**src/rtl/eae_sequencer_pkg.sv**
```systemverilog
// Shared types for the EAE control sequencer: operation codes, FSM states
// and the PDP-8 word width.
package eae_sequencer_pkg;

  localparam int WORD_W = 12;

  // Code 3'd7 is deliberately left unassigned; it is treated like NOP.
  typedef enum logic [2:0] {
    OP_NOP = 3'd0,
    OP_MUY = 3'd1,
    OP_DVI = 3'd2,
    OP_SHL = 3'd3,
    OP_ASR = 3'd4,
    OP_LSR = 3'd5,
    OP_NMI = 3'd6
  } eae_op_t;

  typedef enum logic [2:0] {
    S_IDLE     = 3'd0,
    S_START    = 3'd1,
    S_WAIT_FIN = 3'd2,
    S_CAPTURE  = 3'd3,
    S_SHIFT    = 3'd4,
    S_DONE     = 3'd5
  } eae_seq_state_t;

endpackage

```
**src/rtl/eae_sequencer_shift_step.sv**
```systemverilog
// Single combinational step of the {AC,MQ} shifter used by the sequencer.
// Produces the next double word, the next link and the NMI stop condition.
module eae_shift_step
  import eae_sequencer_pkg::*;
#(
  parameter int WIDTH = WORD_W
) (
  input  logic [2*WIDTH-1:0] i_acmq,
  input  logic               i_link,
  input  eae_op_t            i_mode,
  output logic [2*WIDTH-1:0] o_acmq,
  output logic               o_link,
  output logic               o_nmi_stop
);

  localparam int AW = 2 * WIDTH;

  // One shift of {AC,MQ}; unknown modes pass the word through untouched.
  always_comb begin
    o_acmq     = i_acmq;
    o_link     = i_link;
    // Normalised once the word is zero or the two top AC bits differ.
    o_nmi_stop = (i_acmq == '0) || (i_acmq[AW-1] != i_acmq[AW-2]);
    case (i_mode)
      OP_SHL, OP_NMI: begin
        o_acmq = {i_acmq[AW-2:0], 1'b0};
        o_link = i_acmq[AW-1];
      end
      OP_ASR: begin
        o_acmq = {i_acmq[AW-1], i_acmq[AW-1:1]};
        o_link = i_acmq[AW-1];
      end
      OP_LSR: begin
        o_acmq = {1'b0, i_acmq[AW-1:1]};
        o_link = 1'b0;
      end
      default: ;
    endcase
  end

endmodule

```
**src/rtl/eae_sequencer.sv**
```systemverilog
// EAE control sequencer. Accepts one decoded EAE operation, hands MUY/DVI
// to the external EAE block (start pulse, wait for finish, capture) and
// runs the shift-class operations itself one bit per cycle.
// Handshake: an operation transfers on a rising edge where op_valid and
// op_ready are both high; op_ready is high only in IDLE, op_valid is
// ignored elsewhere, and results are held from the done pulse until the
// next transfer.
module eae_sequencer
  import eae_sequencer_pkg::*;
#(
  parameter int TIMEOUT = 64,
  parameter int WIDTH   = WORD_W
) (
  input  logic             clock,
  input  logic             resetN,
  input  logic             op_valid,
  output logic             op_ready,
  input  eae_op_t          op_code,
  input  logic [WIDTH-1:0] ac_in,
  input  logic [WIDTH-1:0] mq_in,
  input  logic             link_in,
  input  logic [WIDTH-1:0] operand,
  output logic             eae_start,
  input  logic             eae_fin,
  input  logic             fin_div,
  input  logic [WIDTH-1:0] ac_mul,
  input  logic [WIDTH-1:0] mq_mul,
  input  logic [WIDTH-1:0] ac_dvi,
  input  logic [WIDTH-1:0] mq_dvi,
  input  logic             link_dvi,
  output logic [WIDTH-1:0] ac_out,
  output logic [WIDTH-1:0] mq_out,
  output logic             link_out,
  output logic [4:0]       sc_out,
  output logic             done,
  output logic             err,
  output logic [2:0]       dbg_state
);

  localparam int AW = 2 * WIDTH;
  localparam int TW = (TIMEOUT > 1) ? $clog2(TIMEOUT) : 1;
  localparam logic [TW-1:0] TMO_LAST = TW'(TIMEOUT - 1);

  eae_seq_state_t   r_state;
  eae_op_t          r_op;
  logic [AW-1:0]    r_acmq;
  logic             r_link;
  logic [5:0]       r_cnt;
  logic [4:0]       r_sc;
  logic [TW-1:0]    r_tmo;
  logic             r_timed_out;
  logic             r_start;
  logic             r_done;
  logic             r_err;
  logic [WIDTH-1:0] r_ac_out;
  logic [WIDTH-1:0] r_mq_out;
  logic             r_link_out;
  logic [4:0]       r_sc_out;

  logic [AW-1:0]    w_acmq;
  logic             w_link;
  logic             w_nmi_stop;
  logic             w_fin_seen;
  logic             w_unused_operand;

  // Only the low five operand bits are a shift count; the rest belong to
  // the EAE block.
  assign w_unused_operand = ^operand[WIDTH-1:5];

  eae_shift_step #(.WIDTH(WIDTH)) u_step (
    .i_acmq     (r_acmq),
    .i_link     (r_link),
    .i_mode     (r_op),
    .o_acmq     (w_acmq),
    .o_link     (w_link),
    .o_nmi_stop (w_nmi_stop)
  );

  // A finish for the operation not in progress is ignored.
  assign w_fin_seen = ((r_op == OP_MUY) && eae_fin) || ((r_op == OP_DVI) && fin_div);

  assign op_ready  = (r_state == S_IDLE);
  assign eae_start = r_start;
  assign done      = r_done;
  assign err       = r_err;
  assign ac_out    = r_ac_out;
  assign mq_out    = r_mq_out;
  assign link_out  = r_link_out;
  assign sc_out    = r_sc_out;
  assign dbg_state = r_state;

  // Sequencer FSM with working registers and registered outputs.
  always_ff @(posedge clock or negedge resetN) begin
    if (!resetN) begin
      r_state     <= S_IDLE;
      r_op        <= OP_NOP;
      r_acmq      <= '0;
      r_link      <= 1'b0;
      r_cnt       <= '0;
      r_sc        <= '0;
      r_tmo       <= '0;
      r_timed_out <= 1'b0;
      r_start     <= 1'b0;
      r_done      <= 1'b0;
      r_err       <= 1'b0;
      r_ac_out    <= '0;
      r_mq_out    <= '0;
      r_link_out  <= 1'b0;
      r_sc_out    <= '0;
    end else begin
      r_start <= 1'b0;
      r_done  <= 1'b0;
      case (r_state)
        S_IDLE: begin
          if (op_valid) begin
            r_op        <= op_code;
            r_acmq      <= {ac_in, mq_in};
            r_link      <= link_in;
            r_cnt       <= {1'b0, operand[4:0]} + 6'd1;
            r_sc        <= '0;
            r_timed_out <= 1'b0;
            r_err       <= 1'b0;
            case (op_code)
              OP_MUY, OP_DVI: begin
                r_start <= 1'b1;
                r_state <= S_START;
              end
              OP_SHL, OP_ASR, OP_LSR, OP_NMI: r_state <= S_SHIFT;
              default:                        r_state <= S_DONE;
            endcase
          end
        end
        S_START: begin
          r_tmo   <= '0;
          r_state <= S_WAIT_FIN;
        end
        S_WAIT_FIN: begin
          if (w_fin_seen) begin
            r_state <= S_CAPTURE;
          end else if (r_tmo == TMO_LAST) begin
            r_timed_out <= 1'b1;
            r_state     <= S_DONE;
          end else begin
            r_tmo <= r_tmo + TW'(1);
          end
        end
        S_CAPTURE: begin
          if (r_op == OP_MUY) begin
            r_acmq <= {ac_mul, mq_mul};
            r_link <= 1'b0;
          end else begin
            r_acmq <= {ac_dvi, mq_dvi};
            r_link <= link_dvi;
          end
          r_state <= S_DONE;
        end
        S_SHIFT: begin
          if (r_op == OP_NMI) begin
            if (w_nmi_stop) begin
              r_state <= S_DONE;
            end else begin
              r_acmq <= w_acmq;
              r_link <= w_link;
              if (r_sc != 5'd31) r_sc <= r_sc + 5'd1;
            end
          end else begin
            r_acmq <= w_acmq;
            r_link <= w_link;
            r_cnt  <= r_cnt - 6'd1;
            if (r_cnt == 6'd1) r_state <= S_DONE;
          end
        end
        S_DONE: begin
          r_ac_out   <= r_acmq[AW-1:WIDTH];
          r_mq_out   <= r_acmq[WIDTH-1:0];
          r_link_out <= r_link;
          r_sc_out   <= r_sc;
          r_err      <= r_timed_out;
          r_done     <= 1'b1;
          r_state    <= S_IDLE;
        end
        default: r_state <= S_IDLE;
      endcase
    end
  end

endmodule

```
**config.mk**
```make
export PLATFORM = sky130hd
export DESIGN_NAME = eae_sequencer
export DESIGN_NICKNAME = d
export VERILOG_FILES = /design/src/rtl/eae_sequencer_pkg.sv /design/src/rtl/eae_sequencer_shift_step.sv /design/src/rtl/eae_sequencer.sv
export SDC_FILE = /design/constraint.sdc
export NUM_CORES = 1
export LEC_CHECK = 0
export ABC_AREA = 0
export BUFFER_PORTS_ARGS = -buffer_cell sky130_fd_sc_hd__buf_2
export CAP_MARGIN = 30
export CORE_ASPECT_RATIO = 1.25
export CORE_MARGIN = 2
export CORE_UTILIZATION = 57
export CTS_CLUSTER_DIAMETER = 50
export DETAILED_ROUTE_END_ITERATION = 12
export GPL_TIMING_DRIVEN = 1
export PLACE_DENSITY = 0.88
export SLEW_MARGIN = 20
export SYNTH_ARGS = -nofsm -noshare
export SYNTH_HDL_FRONTEND = slang
export SYNTH_SLANG_ARGS = --single-unit
```
**constraint.sdc**
```tcl
create_clock -name clock -period 4.5 [get_ports clock]
set_clock_uncertainty 0.05 [all_clocks]
set_input_delay 0 -clock clock [delete_from_list [all_inputs] [get_ports clock]]
set_output_delay 0 -clock clock [all_outputs]
set_load 0.005 [all_outputs]
```
==> flow_summary.toml <==
[clock_tree]
cts_tree = "done"
cts.reportedPaths.clkPinSlew_ns = 0.09
post_cts_resized = 0
htree_levels = 3
post_cts_buffers = 0
cts_num_sinks = 82
clock-root-buffer = "clkbuf_8"
worstSkewPairLatency_ns = 0.36
clk_path_buf_depth = 2
cts_buffers = 9

[timing]
timing_hold_violations_final = 0
setup_violations = 0
setup_ws_ns = 1.94
rsz0062_at_grt = "false"
tns_ns = 0
post-route-period-util_pct = 56.8
worst_slew_pin_slew_ns = 0.788
slew_headroom_pct = 47.2
maxSlewViolCount = 0
fin_crit_ns = 2.56
fmax_mhz = 391

[critical_path]
reg2reg_slack_ns = 1.94
crit_required_ns = 4.70
critPathSlowestCell = "dfrtp_1"
cp-start-kind = "flop"
r2r_start = "r_acmq[22]"
cp_max_fo = 24
r2r_cells = 8
critical_path.endpoint_type = "flop"
slowest_delay_ns = 0.40
crit_path_cell_trace = "inv_1, ha_1, nor4b_1, nand4_1, nor2_2, a211oi_4, buf_4, mux2_4"
r2r-end = "r_acmq[14]"
critPathKind = "reg -> reg"
startpoint = "r_acmq[22]"
critPathArrivalTime_ns = 2.76

[floorplanning]
coreArea_um2 = 8150
die_h_um = 106
die_area_um2 = 9020
initial_core_util_pct = 57.8
die_x_um = 85.3
pin_count = 131
rows = 37

[power]
p_leak_nw = 2.78
ir_worst_vdd_uv = 637
power.density_nw_per_um2 = 733

[synthesis]
synth_top_area_share_pct = 43.5
yosysSeqAreaShare_pct = 43.5
synth_ff_type = "dfrtp_1"
syn_inst = 443
ys_types = 57
synth-seq-cells = 82
ys_warn_count = 0
syn_avg_cell_area_um2 = 10.6
yosysMostFrequentCell = "dfrtp_1"
synth_top_area_cell = "dfrtp_1"
synth_fp_nets = 544
synth_area_leaders = "dfrtp_1, mux2i_1, mux2_2"
synth_common_cells = "dfrtp_1, nand2_1, mux2i_1, mux2_2, o21ai_0"
syn_area_um2 = 4710
synth_async_sr_flop_share_pct = 100
synth-edff-count = 0

[grt]
antenna_found_initial = 0
grt_pass1_vias = 3989
grt_first_pass_wirelength_mm = 19.3
grt_overflow = 0
grt_max_degree = 54
grt.total_usage_pct = 27.2

[drt]
met1_length_mm = 4.94
num_vias = 4202
route.met3.wl_um = 801
wl_per_cell_um = 18.2
firstDrtPassIters = 5
final_antenna_net_count = 0
top_layer_used = "met4"
drcViolationCount = 0
wl_met2_mm = 6.45
viasPerCell = 6.09
drt_wl_total_mm = 12.6
drtIter0Drc = 389

[cells_and_area]
n_antenna_cell = 0
nets = 689
layout-drive-gt1-share_pct = 34.6
area_growth_pct = 25.9
fin_util_pct = 72.8
fillerInstances = 530

[status]
outcome = "finished, final reports clean"

[min_path]
hold_depth = 4
hold_end = "r_cnt[1]"
hp-class = "in -> reg"
min_from = "operand[1]"

[place]
place_ws_ns = 1.92
hpwlAfterDp_mm = 7.93
port_buffers = 123
gp_congestion = 0.874

[run]
max-cap-violations = 0
## per-stage QoR
step | hold WS, ns | instance area, um^2 | std cells | power (mW)
floorplan | -0.346 | 4710 | 443 | 3.07
global placement | 0.191 | 5350 | 641 | 3.51
detailed placement | -0.0862 | 5380 | 642 | 3.61
CTS | 0.00824 | 5910 | 688 | 4.26
global route | 0.0171 | 5930 | 690 | 4.59
finish | 0.0134 | 5930 | 690 | 4.35
## what timing repair did
item | in CTS | in global routing
endpoints found under the setup margin | 0 | 0
hold buffers | 30 | 1
endpoints found under the hold margin | 111 | 1
## where the power goes
part           switching (mW)  internal, mW
clock network           0.271         0.343
registers               0.359          1.08
logic                    1.12          1.17
## registers in the layout, summed over array words and instances (netlist names)
| name | flops |
|---|---|
| r_cnt | 6 |
| eae_start | 1 |
| r_acmq | 24 |
| dbg_state | 3 |
| r_tmo | 6 |
| r_sc | 5 |
| link_out | 1 |
| ac_out | 12 |
| err | 1 |
| mq_out | 12 |
| r_timed_out | 1 |
| done | 1 |
| r_op | 3 |
| sc_out | 5 |
| r_link | 1 |
## worst max path at each step
stage	slack [ns]	cells after the start	end
finish	1.94	8	r_acmq[14]
global route	1.84	8	r_acmq[5]
CTS	1.89	6	r_acmq[0]
detailed placement	1.92	6	r_acmq[0]
global placement	1.95	5	r_link
floorplan	2.40	6	r_acmq[10]
## metal layers
layer | track usage [%] | vias to the layer above
met5 | 0 | -
met4 | 12.5 | 0
met3 | 3.52 | 35
met2 | 46.5 | 205
met1 | 34.0 | 2049
li1 | - | 1913
## cell families after synthesis
group           synth area share, %
fa+ha+maj                      1.86
buf+inv                        4.04
flops                          43.5
xor+xnor                       1.30
simple gates                   13.2
mux                            23.5
compound gates                 12.5
## cell usage in the layout, fill, tap and decap left out, drive strengths merged, types with 2 or more instances in the layout
master | Yosys | final
a211oi | 3 | 3
a21oi | 12 | 12
a22o | 3 | 3
a31oi | 4 | 4
a32oi | 2 | 2
and2 | 4 | 4
and2b | 2 | 2
and3 | 2 | 2
buf | 19 | 132
bufinv | 0 | 2
clkbuf | 10 | 12
clkinv | 0 | 2
dfrtp | 82 | 82
dlygate4sd3 | 0 | 31
ha | 7 | 7
inv | 10 | 10
mux2 | 51 | 51
mux2i | 46 | 46
nand2 | 57 | 57
nand2b | 2 | 2
nand3 | 9 | 9
nand3b | 2 | 2
nand4 | 2 | 2
nor2 | 22 | 22
nor2b | 2 | 2
nor3 | 5 | 5
nor3b | 3 | 3
nor4 | 6 | 6
o21ai | 27 | 27
o221ai | 22 | 22
or3 | 3 | 3
or4 | 3 | 3
xor2 | 6 | 6
## critical path: cells and delay by family, from the launching register on
kind | cells | cell delay [ns]
DFF | 1 | 0.40
buffers and inverters | 2 | 0.43
and+or+nand+nor | 3 | 0.93
muxes | 1 | 0.36
AOI/OAI and AO/OA | 1 | 0.10
adders and majority gates | 1 | 0.18
## area by class of cell
| type | count | area, um^2 | share of cell area (%) |
|---|---|---|---|
| Clock buffer | 12 | 155 | 2.61 |
| Clock inverter | 4 | 73.8 | 1.24 |
| Inverter | 10 | 37.5 | 0.633 |
| Multi-Input combinational cell | 322 | 2470 | 41.6 |
| Sequential cell | 82 | 2050 | 34.6 |
| Tap cell | 97 | 121 | 2.05 |
| Timing Repair Buffer | 163 | 1020 | 17.2 |
Power figures use the tool's default switching activity.
